`config.mk`:
```
export PLATFORM = sky130hd
export DESIGN_NAME = player_turn_ctrl
export DESIGN_NICKNAME = d
export VERILOG_FILES = /design/src/rtl/player_turn_ctrl.sv
export SDC_FILE = /design/constraint.sdc
export NUM_CORES = 1
export LEC_CHECK = 0
export CAP_MARGIN = 20
export CORE_UTILIZATION = 43
export CTS_BUF_LIST = sky130_fd_sc_hd__clkbuf_8
export DETAILED_ROUTE_END_ITERATION = 12
export PLACE_DENSITY = 0.82
export SETUP_SLACK_MARGIN = 0.15
export SLEW_MARGIN = 20
export SYNTH_ARGS = -nofsm -noshare
export SYNTH_HDL_FRONTEND = slang
export SYNTH_SLANG_ARGS = --single-unit
export TNS_END_PERCENT = 5
```
`constraint.sdc`:
```
create_clock -name clk40MHz -period 1.6 [get_ports clk40MHz]
set_input_delay 0.32 -clock clk40MHz [delete_from_list [all_inputs] [get_ports clk40MHz]]
set_output_delay 0.32 -clock clk40MHz [all_outputs]
set_load 0.1 [all_outputs]
```
`src/rtl/player_turn_ctrl.sv`:
```
// N-player session controller: remote link sync, player claiming, turn rotation and throw relay.
// Optional build macro TURN_TIMEOUT_EN forces a turn to advance after TIMEOUT_CYC idle cycles.
module player_turn_ctrl #(
   parameter int PLAYERS     = 2,
   parameter int POWER_W     = 5,
   parameter int TURN_W      = 8,
   parameter int TIMEOUT_CYC = 40_000_000,
   localparam int PW         = (PLAYERS > 1) ? $clog2(PLAYERS) : 1
) (
   input  logic               clk40MHz,
   input  logic               rst,
   input  logic [PLAYERS-1:0] in_ready,
   input  logic [PLAYERS-1:0] choose,
   input  logic               fire,
   input  logic [POWER_W-1:0] fire_power,
   input  logic [POWER_W-1:0] in_power,
   input  logic               in_throw_flag,
   input  logic               throw_done,
   input  logic               game_over,
   output logic [PLAYERS-1:0] player_led,
   output logic [PLAYERS-1:0] out_ready,
   output logic [PW-1:0]      current_player,
   output logic               player_valid,
   output logic [PW-1:0]      active_player,
   output logic [POWER_W-1:0] out_power,
   output logic               out_throw_flag,
   output logic [TURN_W-1:0]  turn,
   output logic [1:0]         state
);

   typedef enum logic [1:0] {
      ST_CONNECT = 2'd0,
      ST_CHOOSE  = 2'd1,
      ST_PLAY    = 2'd2
   } state_t;

   state_t             state_q, state_d;
   logic [PLAYERS-1:0] led_q, led_d;
   logic [PLAYERS-1:0] ready_q, ready_d;
   logic [PW-1:0]      cur_q, cur_d;
   logic               valid_q, valid_d;
   logic [PW-1:0]      active_q, active_d;
   logic [POWER_W-1:0] power_q, power_d;
   logic               flag_q, flag_d;
   logic [TURN_W-1:0]  turn_q, turn_d;
   logic               pending_q, pending_d;

   logic [PLAYERS-1:0] avail, cand_oh;
   logic [PW-1:0]      cand_idx;
   logic               conflict, local_turn, timeout_hit;

`ifdef TURN_TIMEOUT_EN
   localparam int CNT_W = (TIMEOUT_CYC > 2) ? $clog2(TIMEOUT_CYC) : 1;
   logic [CNT_W-1:0] cnt_q, cnt_d;

   // Counter restarts whenever a turn begins: PLAY entry, throw_done or its own expiry.
   assign timeout_hit = (state_q == ST_PLAY) && (cnt_q == CNT_W'(TIMEOUT_CYC - 1));
   assign cnt_d = ((state_q != ST_PLAY) || throw_done || timeout_hit) ? '0 : cnt_q + CNT_W'(1);

   always_ff @(posedge clk40MHz) begin
      if (rst) cnt_q <= '0;
      else     cnt_q <= cnt_d;
   end
`else
   logic unused_timeout;
   assign timeout_hit    = 1'b0;
   assign unused_timeout = (TIMEOUT_CYC > 0);
`endif

   // Remotely claimed players are masked out; cand_oh isolates the lowest free request.
   assign avail      = choose & ~in_ready;
   assign cand_oh    = avail & (~avail + PLAYERS'(1));
   assign conflict   = |(ready_q & in_ready);
   assign local_turn = valid_q && (active_q == cur_q);

   always_comb begin
      cand_idx = '0;
      for (int i = PLAYERS - 1; i >= 0; i--) begin
         if (avail[i]) cand_idx = PW'(i);
      end
   end

   always_comb begin
      state_d   = state_q;
      led_d     = led_q;
      ready_d   = ready_q;
      cur_d     = cur_q;
      valid_d   = valid_q;
      active_d  = active_q;
      power_d   = power_q;
      flag_d    = flag_q;
      turn_d    = turn_q;
      pending_d = pending_q;
      case (state_q)
         ST_CONNECT: begin
            flag_d  = 1'b1;
            power_d = '0;
            if (in_throw_flag && (in_power == '0)) begin
               state_d = ST_CHOOSE;
               led_d   = '1;
               flag_d  = 1'b0;
            end
         end
         ST_CHOOSE: begin
            if (conflict) begin
               ready_d = '0;
               valid_d = 1'b0;
               led_d   = '1;
            end else if ((ready_q != '0) && ((ready_q | in_ready) == '1)) begin
               state_d   = ST_PLAY;
               active_d  = '0;
               turn_d    = '0;
               pending_d = 1'b0;
            end else if ((avail != '0) && (cand_oh != ready_q)) begin
               ready_d = cand_oh;
               led_d   = cand_oh;
               cur_d   = cand_idx;
               valid_d = 1'b1;
               turn_d  = '0;
            end
         end
         ST_PLAY: begin
            flag_d = 1'b0;
            // Priority: game_over, then turn advance, then throw start.
            if (game_over) begin
               state_d   = ST_CHOOSE;
               ready_d   = '0;
               valid_d   = 1'b0;
               led_d     = '1;
               active_d  = '0;
               pending_d = 1'b0;
            end else if (throw_done || timeout_hit) begin
               active_d  = (active_q == PW'(PLAYERS - 1)) ? '0 : active_q + PW'(1);
               turn_d    = (turn_q == '1) ? turn_q : turn_q + TURN_W'(1);
               pending_d = 1'b0;
            end else if (fire && local_turn && !pending_q) begin
               power_d   = fire_power;
               flag_d    = 1'b1;
               pending_d = 1'b1;
            end else if (in_throw_flag && !local_turn) begin
               pending_d = 1'b1;
            end
         end
         default: begin
            state_d   = ST_CONNECT;
            led_d     = '0;
            ready_d   = '0;
            cur_d     = '0;
            valid_d   = 1'b0;
            active_d  = '0;
            power_d   = '0;
            flag_d    = 1'b1;
            turn_d    = '0;
            pending_d = 1'b0;
         end
      endcase
   end

   always_ff @(posedge clk40MHz) begin
      if (rst) begin
         state_q   <= ST_CONNECT;
         led_q     <= '0;
         ready_q   <= '0;
         cur_q     <= '0;
         valid_q   <= 1'b0;
         active_q  <= '0;
         power_q   <= '0;
         flag_q    <= 1'b1;
         turn_q    <= '0;
         pending_q <= 1'b0;
      end else begin
         state_q   <= state_d;
         led_q     <= led_d;
         ready_q   <= ready_d;
         cur_q     <= cur_d;
         valid_q   <= valid_d;
         active_q  <= active_d;
         power_q   <= power_d;
         flag_q    <= flag_d;
         turn_q    <= turn_d;
         pending_q <= pending_d;
      end
   end

   assign state          = state_q;
   assign player_led     = led_q;
   assign out_ready      = ready_q;
   assign current_player = cur_q;
   assign player_valid   = valid_q;
   assign active_player  = active_q;
   assign out_power      = power_q;
   assign out_throw_flag = flag_q;
   assign turn           = turn_q;

endmodule

```
=== Word-level counts from Yosys, hierarchy flattened ===
Index checks and enable logic that the tools add are counted.

* Register bits: 24
* Word-level logic and storage cells: 119
* Bits of input ports: 20
* Output and inout bits: 23

* Bitwise operators: 9
* Equality and inequality tests: 22
* Add/subtract/negate cells: 3
* Muxes and demuxes: 52
* Reduce and logical (&&, ||, !) cells: 23

{| class="wikitable"
|+ Operator list
! cell !! count
|-
| $mux 8 || 6
|-
| $reduce_and 4->1 || 7
|-
| $pmux 8 s3 || 1
|-
| $mux 1 || 22
|-
| $mux 2 || 11
|-
| $ne 2x2->1 const B || 11
|-
| $pmux 2 s3 || 3
|-
| $mux 5 || 3
|-
| $ne 3x3->1 const B || 4
|-
| $pmux 1 s3 || 4
|-
| $pmux 5 s2 || 1
|-
| $add 8x1->8 const B || 1
|-
| $eq 8x8->1 const B || 1
|-
| $logic_and 1x1->1 || 7
|-
| $and 2x2->2 || 3
|-
| $reduce_and 6->1 || 1
|-
| $logic_not 5->1 || 1
|-
| $ne 5x5->1 const B || 1
|-
| $eq 2x2->1 const B || 2
|-
| $not 2->2 || 2
|-
| $reduce_bool 2->1 || 2
|-
| $reduce_or 2->1 || 2
|-
| $not 1->1 || 3
|-
| $add 2x1->2 const B || 1
|-
| other kinds (8) || 9
|}

=== Logic depth before layout (Yosys ltp) ===
Gate-level depths: netlist (run 1).

* Depth in word-level cells: 11
* Gate-level depth with buffers: 7
* Gate-level depth less buffers: 6

=== Least setup slack after synthesis (run 1) ===
No wires, ideal clock.

* Path kind: flip-flop to flip-flop
* Start point: register turn_q[0], in the netlist turn[0]
* End point: register turn_q[5], in the netlist turn[5]
* Arrival: 2.190 ns
* Period minus slack after synthesis: 2.308 ns
* Stages on the path, launching flop included: 7
* Path slack: -0.708 ns
* Path buffers: 0
* Data required time: 1.483 ns
* Library setup time: 0.117 ns
* Cells stage by stage: dfxtp_1 ha_1 and3_1 nand3_1 o2bb2ai_2 nor3_2 a32o_1

* Cells in the longest elaborated chain, start to end: 5
* Elaborated cells between the ends (all ways): 8
* Those cells by class: add/sub: 1; eq/ne: 2; mux: 4; reduce/logical: 1

{| class="wikitable"
|+ RTL lines
! what !! RTL line !! RTL
|-
| start, declared || 45 || <nowiki>logic [TURN_W-1:0] turn_q, turn_d;</nowiki>
|-
| start signal, assigned || 180 || <nowiki>turn_q <= turn_d;</nowiki>
|-
| $add 8x1->8 || 134 || <nowiki>turn_d = (turn_q == '1) ? turn_q : turn_q + TURN_W'(1);</nowiki>
|-
| $mux 8 || 134 ||
|-
| $mux 8 || 132 || <nowiki>end else if (throw_done || timeout_hit) begin</nowiki>
|-
| $mux 8 || 125 || <nowiki>if (game_over) begin</nowiki>
|-
| $pmux 8 s3 || 94 || <nowiki>case (state_q)</nowiki>
|}

Parallel ways exist; a longest one is shown, timed or not. The select of a mux whose other input is x is not followed.
A chain may end at the register's enable or synchronous reset.

=== Final worst setup path (run 1) ===
* Start point: register ready_q[1], in the netlist out_ready[1]
* End point: register turn_q[6], in the netlist turn[6]

* Cells in the longest elaborated chain, start to end: 6
* Elaborated cells between the ends (all ways): 14
* Those cells by class: eq/ne: 4; mux: 3; bitwise: 2; reduce/logical: 5

{| class="wikitable"
|+ RTL lines
! what !! RTL line !! RTL
|-
| start, declared || 39 || <nowiki>logic [PLAYERS-1:0] ready_q, ready_d;</nowiki>
|-
| start signal, assigned || 174 || <nowiki>ready_q <= ready_d;</nowiki>
|-
| $or 2x2->2 || 109 || <nowiki>end else if ((ready_q != '0) && ((ready_q | in_ready) == '1)) begin</nowiki>
|-
| $eq 2x2->1 || 109 ||
|-
| $logic_and 1x1->1 || 109 ||
|-
| $mux 8 || 109 ||
|-
| $mux 8 || 105 || <nowiki>if (conflict) begin</nowiki>
|-
| $pmux 8 s3 || 94 ||
|}

Parallel ways exist; a longest one is shown, timed or not. The select of a mux whose other input is x is not followed.

==> metrics.yaml, run 1 <==
status: "finished, violations left"
violations: "design-rule violations, negative setup slack"
start_util_pct: 47.3
placed_area_um2: 2380
port_buffers: 42
clk_path_buf_depth: 2
holdPathEnd: "active_player"
min_from: "active_player"
worstPathArrival_ns: 1.84
syn_area_um2: 1350
first_iter_violations: 169
min_period_ns: 1.66
cts_root_buffer: "clkbuf_8"
finalCritPeriodShare_pct: 104
synth_area_leader_cell: "dfxtp_1"
yosysWarningCount: 0
grt_usage_pct: 34.0
synth.distinct_cells: 52
power_density_nw_per_um2: 521
num_vias: 1763
max_cap_viol_count: 0
synth_cells: 155
detail_route.first_pass.iterations: 9
rsz0062_at_grt: "yes"
diodes: 0
cts_tree: "built"
hold_depth: 2
final_antenna_net_count: 0
grt_max_degree: 15
clk_pin_slew_ns: 0.09
end_kind: "flip-flop"
clock_sinks: 24
worstReg2RegStart: "out_ready[1]"
syn_to_final_growth_pct: 91.0
worst_setup_path_start_kind: "flip-flop"
ys_seq_elements: 24
fin_nets: 253
synth-edff-count: 0
die_area_um2: 3360
ys_async_sr_fraction_pct: 0
antenna_found_initial: 0
synthTopCellsByArea: "dfxtp_1 (36%), a32o_1 (5.2%), a21oi_1 (3.7%), nand3_1 (3.3%), a22oi_1 (3.3%)"
peakVddDrop_uv: 723
yosys.area.top_type_share_pct: 35.6
worst_pin_slew_ns: 0.356
wirelength_um: 5940
slew-limit-headroom_pct: 76.2
viasPerCell: 6.73
gr-total-overflow: 0
fin_area_um2: 2580
ys.flop_type: "dfxtp_1"
drive_gt1_share_pct: 51.5
cts_made_buffers: 3
setup_ws_ns: -0.0592
chipHeight_um: 58.0
rows: 19
syn-num-nets: 176
worst-path-max-fanout: 6
critPathKind: "reg -> reg"
cts_max_level: 1
r2r.worst_path.cells: 5
finalSetupViolations: 9
reg2reg_slack_ns: -0.06
ctsHoldBuffers: 0
hold_viol: 0
die-width_um: 58.0
layout_commonest_cell: "buf_4"
drc_errors: 3
mostFrequentLayoutCells: "buf_4 (35), buf_12 (23), nand2_1 (9), a21oi_1 (9), dfxtp_1 (9)"
crit_required_ns: 1.78
wl_per_cell_um: 22.7
r2r-end: "turn[6]"
maxSlewViolCount: 0
cellLeakagePower_nw: 0.963
syn_avg_cell_area_um2: 8.70
p_total_w: 0.00134
place_hpwl_um: 3500
gp_congestion: 0.883
dp.cells: 256
ioPinCount: 43
grt_pass1_wl_um: 8570
startpoint: "out_ready[1]"
grt_pass1_vias: 1729
skew_ns: 0.00634
min_path_type: "reg -> reg"
synth_seq_area_share_pct: 35.6
core_um2: 2850
final_cells: 262
achievable-frequency_mhz: 603
clk-insertion-delay-late_ns: 0.29
Yosys cell counts, types with 2 or more instances:
cell      count
a211oi_1      2
a21oi_1      10
a22oi_1       6
a32o_1        7
and2_1        2
and3_1        2
buf_2         3
clkbuf_1      3
dfxtp_1      24
inv_1         2
mux2_2        2
mux2i_1       2
nand2_1       9
nand2b_1      5
nand3_1       9
nand4_1       3
nor2_1       12
nor2b_1       4
nor3_1        3
nor3b_1       4
o211ai_1      5
o21ai_0       6
per-layer routing:
metal / share of wire, % / vias up / global-route usage, %
met5: 0 / - / 0
met4: 5.0 / 0 / 16.3
met3: 8.2 / 34 / 8.71
met2: 50 / 131 / 60.3
met1: 37 / 846 / 37.8
li1: - / 752 / -
state kept, by name (all words and copies together) (netlist names):
| signal | count |
|---|---|
| player_valid | 1 |
| out_ready | 2 |
| pending_q | 1 |
| current_player | 1 |
| turn | 8 |
| active_player | 1 |
| out_throw_flag | 1 |
| state | 2 |
| player_led | 2 |
| out_power | 5 |
worst max path at each step:
stage | cells past startpoint | to
after floorplan | 7 | turn[0]
after global placement | 8 | turn[5]
after detailed placement | 7 | turn[2]
after CTS | 7 | state[0]
after global routing | 5 | turn[4]
final | 5 | turn[6]
stage by stage:
step	hold slack [ns]	worst slack, ns	util, %	TNS, ns
final	0.533	-0.0592	90.3	-0.359
after global routing	0.551	-0.117	90.3	-0.938
after CTS	0.510	-0.00478	89.0	-0.00478
after detailed placement	0.492	-0.638	83.3	-10.67
after global placement	0.486	-0.466	83.3	-8.55
after floorplan	0.468	-0.0952	-	-0.928
cell families after synthesis:
kind of cell / Yosys count / synth area share [%]
simple gates: 65 / 27.5
compound gates: 49 / 28.5
flops: 24 / 35.6
xor+xnor: 2 / 1.30
buf+inv: 10 / 3.06
fa+ha+maj: 1 / 0.927
mux: 4 / 3.15
cell type report:
class	count	area [um2]
Sequential cell	24	519
Clock buffer	3	41.3
Timing Repair Buffer	78	912
Clock inverter	1	30.0
Tap cell	31	38.8
Fill cell	125	277
Multi-Input combinational cell	121	1020
Inverter	4	15.0
where the power goes:
group          switching [W]  internal [W]  leakage [nW]
clock network       0.000225      0.000336        0.0357
logic              0.0000977     0.0000945         0.723
registers         0.00000388      0.000586         0.203
total               0.000327       0.00102         0.963
timing repair:
action                     4_1_cts  5_1_grt
buffers inserted                 2        0
gates resized for setup         46        9
setup endpoints to repair       24       24
pin swaps                       21        7
worst max-delay path, cell delays in order, from the launching register on:
cell and delay [ns]:
dfxtp_4 0.38, or2_4 0.25, a2111oi_4 0.43, nor3_2 0.10, buf_4 0.18, a32o_1 0.21
Power figures use the tool's default switching activity.
==> run 2: changes to the inputs <==
--- a/config.mk
+++ b/config.mk
@@ -9,9 +9,9 @@
 export CORE_UTILIZATION = 43
 export CTS_BUF_LIST = sky130_fd_sc_hd__clkbuf_8
 export DETAILED_ROUTE_END_ITERATION = 12
+export GPL_ROUTABILITY_DRIVEN = 0
 export PLACE_DENSITY = 0.82
 export SETUP_SLACK_MARGIN = 0.15
-export SLEW_MARGIN = 20
 export SYNTH_ARGS = -nofsm -noshare
 export SYNTH_HDL_FRONTEND = slang
 export SYNTH_SLANG_ARGS = --single-unit
==> results of run 2 <==
Same layout as run 1: the final DEF is identical, and so are final timing and power.
